### src/rtl/mem_arbiter.sv
// Two-port (fetch/data) arbiter onto a single-outstanding memory port; read gnt->rvalid MEM_LAT+1, store ack 2.
// Requests wait (gnt low) until the FSM is back in IDLE; there is no queueing.
module mem_arbiter #(
  parameter int MEM_LAT    = 2,
  parameter int STARVE_MAX = 3
) (
  input  logic        clk,
  input  logic        rst_b,
  input  logic        if_req,
  input  logic [31:0] if_addr,
  output logic        if_gnt,
  output logic        if_rvalid,
  output logic [31:0] if_rdata,
  output logic        if_err,
  input  logic        d_req,
  input  logic        d_we,
  input  logic [31:0] d_addr,
  input  logic [31:0] d_wdata,
  output logic        d_gnt,
  output logic        d_rvalid,
  output logic [31:0] d_rdata,
  output logic        d_err,
  output logic [31:0] mem_addr,
  output logic [31:0] mem_wdata,
  output logic        mem_write_en,
  output logic        mem_rd_en,
  input  logic [31:0] mem_rdata,
  output logic        busy
);

  typedef enum logic [1:0] {IDLE, ISSUE, WAIT, RESP} state_t;

  typedef struct packed {
    logic [31:0] addr;
    logic [31:0] wdata;
    logic        we;
    logic        is_d;
  } req_t;

  state_t      state, state_nxt;
  req_t        cur;
  logic [3:0]  cnt;
  logic [2:0]  starve_cnt;
  logic [31:0] if_rdata_q, d_rdata_q;
  logic        misaligned, pick_i, pick_d;
  logic [31:0] rsp_data;

  assign misaligned = (cur.addr[1:0] != 2'b00);
  // Data has priority unless the fetch side has been passed over STARVE_MAX times.
  assign pick_i     = if_req && (!d_req || (starve_cnt == 3'(STARVE_MAX)));
  assign pick_d     = d_req && !pick_i;
  assign rsp_data   = (cur.we || misaligned) ? 32'h0 : mem_rdata;
  assign busy       = (state != IDLE);

  always_comb begin
    state_nxt    = state;
    if_gnt       = 1'b0;
    d_gnt        = 1'b0;
    mem_rd_en    = 1'b0;
    mem_write_en = 1'b0;
    mem_addr     = 32'h0;
    mem_wdata    = 32'h0;
    if_rvalid    = 1'b0;
    d_rvalid     = 1'b0;
    case (state)
      IDLE: begin
        if (!rst_b) begin
          if_gnt = pick_i;
          d_gnt  = pick_d;
          if (pick_i || pick_d) state_nxt = ISSUE;
        end
      end
      ISSUE: begin
        if (!misaligned) begin
          mem_addr     = cur.addr;
          mem_rd_en    = !cur.we;
          mem_write_en = cur.we;
          mem_wdata    = cur.we ? cur.wdata : 32'h0;
        end
        state_nxt = (cur.we || misaligned || MEM_LAT == 1) ? RESP : WAIT;
      end
      WAIT: begin
        if (cnt <= 4'd1) state_nxt = RESP;
      end
      RESP: begin
        if_rvalid = !cur.is_d;
        d_rvalid  = cur.is_d;
        state_nxt = IDLE;
      end
      default: state_nxt = IDLE;
    endcase
  end

  // Read data is shown live during RESP and held afterwards until the port's next response.
  assign if_rdata = if_rvalid ? rsp_data : if_rdata_q;
  assign d_rdata  = d_rvalid  ? rsp_data : d_rdata_q;
  assign if_err   = if_rvalid && misaligned;
  assign d_err    = d_rvalid && misaligned;

  always_ff @(posedge clk or posedge rst_b) begin
    if (rst_b) begin
      state      <= IDLE;
      cur        <= '0;
      cnt        <= 4'd0;
      starve_cnt <= 3'd0;
      if_rdata_q <= 32'h0;
      d_rdata_q  <= 32'h0;
    end else begin
      state <= state_nxt;
      if (if_gnt) begin
        cur <= '{addr: if_addr, wdata: 32'h0, we: 1'b0, is_d: 1'b0};
      end else if (d_gnt) begin
        cur <= '{addr: d_addr, wdata: d_wdata, we: d_we, is_d: 1'b1};
      end
      if (state == ISSUE)     cnt <= 4'(MEM_LAT - 1);
      else if (state == WAIT) cnt <= cnt - 4'd1;
      else                    cnt <= 4'd0;
      if (if_gnt)                                                starve_cnt <= 3'd0;
      else if (d_gnt && if_req && starve_cnt != 3'(STARVE_MAX)) starve_cnt <= starve_cnt + 3'd1;
      if (if_rvalid) if_rdata_q <= rsp_data;
      if (d_rvalid)  d_rdata_q  <= rsp_data;
    end
  end

endmodule

### config.mk
export PLATFORM = sky130hd
export DESIGN_NAME = mem_arbiter
export DESIGN_NICKNAME = d
export VERILOG_FILES = /design/src/rtl/mem_arbiter.sv
export SDC_FILE = /design/constraint.sdc
export NUM_CORES = 1
export LEC_CHECK = 0
export CAP_MARGIN = 20
export CORE_MARGIN = 4
export CORE_UTILIZATION = 35
export DETAILED_ROUTE_END_ITERATION = 7
export PLACE_DENSITY = 0.69
export SYNTH_ARGS = -nofsm -noshare
export SYNTH_HDL_FRONTEND = slang
export SYNTH_SLANG_ARGS = --single-unit
### constraint.sdc
create_clock -name clk -period 12.1 [get_ports clk]
set_input_delay 3.025 -clock clk [delete_from_list [all_inputs] [get_ports clk]]
set_output_delay 3.025 -clock clk [all_outputs]
set_load 0.005 [all_outputs]
After elaboration in Yosys (flattened, before gate mapping):

Cells that the tools add are included.
W data, S select, Z words.

* logic and storage cells: 68
* bits in registers: 139
* input bits: 133
* output and inout port bits: 137

* equal/unequal tests: 8
* muxes and demuxes: 29
* reductions and logical operators: 19
* $add $sub $neg: 2
* order comparisons: 1

Operators with widths (count)
* $mux W32: 8
* $mux W66: 2
* $mux W1: 11
* $mux W4: 2
* $pmux W2 S4: 1
* $reduce_bool A2 Y1: 4
* $logic_and A1 B1 Y1: 6
* $mux W2: 3
* $mux W3: 2
* $ne A2 B2 Y1 const B: 3
* $eq A2 B2 Y1 const B: 2
* $le A4 B1 Y1 const B: 1
* $logic_not A1 Y1: 4
* $sub A4 B1 Y4 const B: 1
* $add A3 B1 Y3 const B: 1
* $eq A3 B2 Y1 const B: 1
* $logic_or A1 B1 Y1: 3
* $ne A3 B2 Y1 const B: 1
* $reduce_and A3 Y1: 1
* $eq A2 B1 Y1 const B: 1
* $logic_not A2 Y1: 1

Longest topological paths before layout:

* word-level depth: 11
* depth in mapped cells: 8
* gate-level depth less buffers: 7

Worst setup path before layout:

No wires, ideal clock.

* path type: input to output
* start point: in rst_b
* end point: out d_gnt
* stages on the path: 4
* data required time: 9075 ps
* setup slack: 5574 ps
* path buffers: 1
* arrival: 3501 ps
* cells stage by stage: nor2b_4 nand3_2 inv_2 buf_2

* longest elaborated chain between the ends: 2

RTL lines
* start: declaration: RTL line 8 `input logic rst_b,`
* $mux W1: RTL line 67 `if (!rst_b) begin`
* $mux W1: RTL line 65 `case (state)`
* end: declaration: RTL line 19 `output logic d_gnt,`

No other way between the ends.

Worst setup path in the final report:

Same ends and word-level chain as after synthesis.

==> impl_metrics.sql <==
INSERT INTO impl_metrics (metric_group, metric, value, unit) VALUES
('clocking', 'worstSkewPairLatency', '0.41', 'ns'),
('setup_path', 'worst-path-max-fanout', '34', ''),
('floorplan', 'num_io_pins', '270', ''),
('floorplan', 'die_w', '138', 'µm'),
('flow_run', 'max_cap_viol_count', '0', ''),
('outcome', 'run_status', 'completed', ''),
('clocking', 'cts.sink_count', '139', ''),
('floorplan', 'core-area', '16600', 'µm²'),
('sta', 'totalNegativeSetupSlack', '0', 'ns'),
('yosys', 'yosys.area.top_type_share', '58.7', '%'),
('clocking', 'postCtsSetupRepairBufs', '0', ''),
('yosys', 'synth_top_family_by_area', 'simple AND/OR/NAND/NOR gates', ''),
('grt', 'antenna_found_initial', '0', ''),
('yosys', 'synth.avg_cell_area', '9.80', 'µm²'),
('yosys', 'mappedNetlistArea', '5920', 'µm²'),
('layout', 'num-nets-final', '997', ''),
('yosys', 'ys_top_cells_by_area', 'dfrtp_1 59%, nand2_1 6.8%, o21ai_0 5.2%', ''),
('layout', 'fillerInstances', '1497', ''),
('yosys', 'synth.top_cells.by_count', '139 x dfrtp_1, 107 x nand2_1, 67 x nor2_1', ''),
('layout', 'fin_util', '56.5', '%'),
('setup_path', 'critPathArrivalTime', '5.70', 'ns'),
('layout', 'layout-area-overhead-vs-synth', '58.1', '%'),
('sta', 'normalized_max_slew_margin', '35.7', '%'),
('layout', 'register_area', '3480', 'µm²'),
('placed_design', 'weighted_congestion_at_the_end_of_routability_driven_global_placement', '0.813', ''),
('setup_path', 'critical_path.endpoint_type', 'primary output', ''),
('grt', 'groute.usage.overall', '18.1', '%'),
('yosys', 'fraction_of_synthesis_flops_using_an_asynchronous_set_or_reset_pin', '100', '%'),
('layout', 'final_layout_size_suffix_gt1_share', '5.65', '%'),
('clocking', 'ctsLongestPathBuffers', '2', ''),
('clocking', 'clk_pin_slew', '0.06', 'ns'),
('route', 'initialDrtViolationCount', '200', ''),
('clocking', 'ctsRootBufferMaster', 'clkbuf_16', ''),
('route', 'wire_per_inst', '16.1', 'µm'),
('yosys', 'post_synth_xor_area_fraction', '0.296', '%'),
('yosys', 'synth.lib_cells_used.distinct', '34', ''),
('pwr', 'power_density', '210', 'nW/µm²'),
('yosys', 'synthCells', '604', ''),
('grt', 'grt_max_degree', '73', ''),
('sta', 'period_minus_slack', '8.73', 'ns'),
('yosys', 'yosysTopAreaCell', 'dfrtp_1', ''),
('sta', 'setup_ws', '3.37', 'ns'),
('yosys', 'synth_seq_area_share', '58.7', '%'),
('min_path', 'worst_hold_path_type', 'flop to flop', ''),
('pwr', 'p_leak', '4.06', 'nW'),
('yosys', 'synth-compound-area-share', '15.3', '%'),
('sta', 'report.final.slew_viol_count', '0', ''),
('setup_path', 'critical_path.startpoint_type', 'input pin', ''),
('sta', 'final-hold-violation-count', '0', ''),
('grt', 'grt_pass1_vias', '5147', ''),
('route', 'routed-via-count', '5241', ''),
('yosys', 'synth_simple_gate_area_share', '19.5', '%'),
('placed_design', 'pre_cts_ws', '3.34', 'ns'),
('grt', 'global_route_wire_length_before_repair', '28.1', 'mm'),
('clocking', 'h-tree-depth', '4', ''),
('layout', 'multi_input_area', '2210', 'µm²'),
('route', 'drc_errors', '0', ''),
('route', 'routed_wl', '17.5', 'mm'),
('route', 'dr.pass1.iters', '4', ''),
('yosys', 'synth-edff-count', '0', ''),
('yosys', 'synthAdderAreaFrac', '1.69', '%'),
('layout', 'final_cell_area', '9360', 'µm²'),
('yosys', 'cell_with_the_most_instances_after_synthesis', 'dfrtp_1', ''),
('clocking', 'cts_tree', 'done', ''),
('setup_path', 'worstSetupPathType', 'input pin to primary output', ''),
('floorplan', 'die_area', '19100', 'µm²'),
('sta', 'report.final.setup_viol', '0', ''),
('pwr', 'ir_worst_vdd', '0.000108', 'V'),
('floorplan', 'num_rows', '47', ''),
('yosys', 'ys_warn_count', '0', ''),
('clocking', 'hold_bufs_at_cts', '0', '');
-- per-stage QoR --
stage / power [W] / cells
6_report: 0.00197 / 1087
5_1_grt: 0.00211 / 1087
4_1_cts: 0.00197 / 1084
3_5_place_dp: 0.00146 / 1054
3_3_place_gp: 0.00144 / 1054
2_1_floorplan: 0.00110 / 605
-- cell usage in the layout, fill, tap and decap left out, types with 5 or more instances in the layout --
cell	instances
a21oi_1	11
a22o_1	33
and2_1	33
and3_1	31
buf_4	6
clkbuf_16	17
clkdlybuf4s50_1	267
dfrtp_1	139
ha_1	8
inv_1	10
nand2_1	106
nor2_1	67
o21ai_0	61
o21ai_1	5
o22ai_1	28
-- power breakdown --
group / internal, W / leakage [nW] / switching (W)
clock: 0.000306 / 0.271 / 0.000192
combinational: 0.000385 / 2.01 / 0.000351
sequential: 0.000655 / 1.78 / 0.0000778
total: 0.00135 / 4.06 / 0.000621
-- per-layer routing --
layer | routed length, µm | share of wire, % | global-route usage [%] | vias to the layer above
li1 | - | - | - | 2555
met1 | 7620 | 43 | 23.2 | 2470
met2 | 8390 | 48 | 29.3 | 194
met3 | 1210 | 6.9 | 5.77 | 22
met4 | 306 | 1.7 | 6.14 | 0
met5 | 0 | 0 | 0 | -
-- registers in the layout, summed over array words and instances, names as in the netlist --
signal      count
if_rdata_q     32
d_rdata_q      32
cur            66
cnt             4
starve_cnt      3
state           2
-- path summary, 6_finish.rpt --
check | start | to | slack, ns | cells past startpoint
max reg2reg | state[0]$_DFFE_PP0P_ | cur[13]$_DFFE_PP0P_ | 9.57 | 6
min in group asynchronous | rst_b | starve_cnt[2]$_DFFE_PP0P_ | 3.30 | 2
max | rst_b | d_gnt | 3.37 | 5
min | starve_cnt[2]$_DFFE_PP0P_ | starve_cnt[2]$_DFFE_PP0P_ | 0.49 | 2
max in group asynchronous | rst_b | d_rdata_q[24]$_DFF_PP0_ | 7.44 | 3
min reg2reg | starve_cnt[2]$_DFFE_PP0P_ | starve_cnt[2]$_DFFE_PP0P_ | 0.49 | 2
-- logic make-up after synthesis --
family,after synthesis
flops,139
fa+ha+maj,8
compound gates,146
xor+xnor,2
simple gates,252
buf+inv,56
other cells,1
-- cell type report --
class                   instances  share of cell area [%]
flip-flops and latches        139                    37.2
repair buffers                276                    29.7
multi-input cells             410                    23.6
clock buffers                  19                    4.73
well taps                     220                    2.94
clock inverters                11                    1.32
inverters                      12                   0.535
-- critical path, cell delays in order --
cell and delay [ns]:
clkdlybuf4s50_1 0.61, nor2b_4 0.23, nand3_2 0.51, inv_2 0.71, clkdlybuf4s50_1 0.62
No activity file was read; power rests on OpenSTA's default activity.
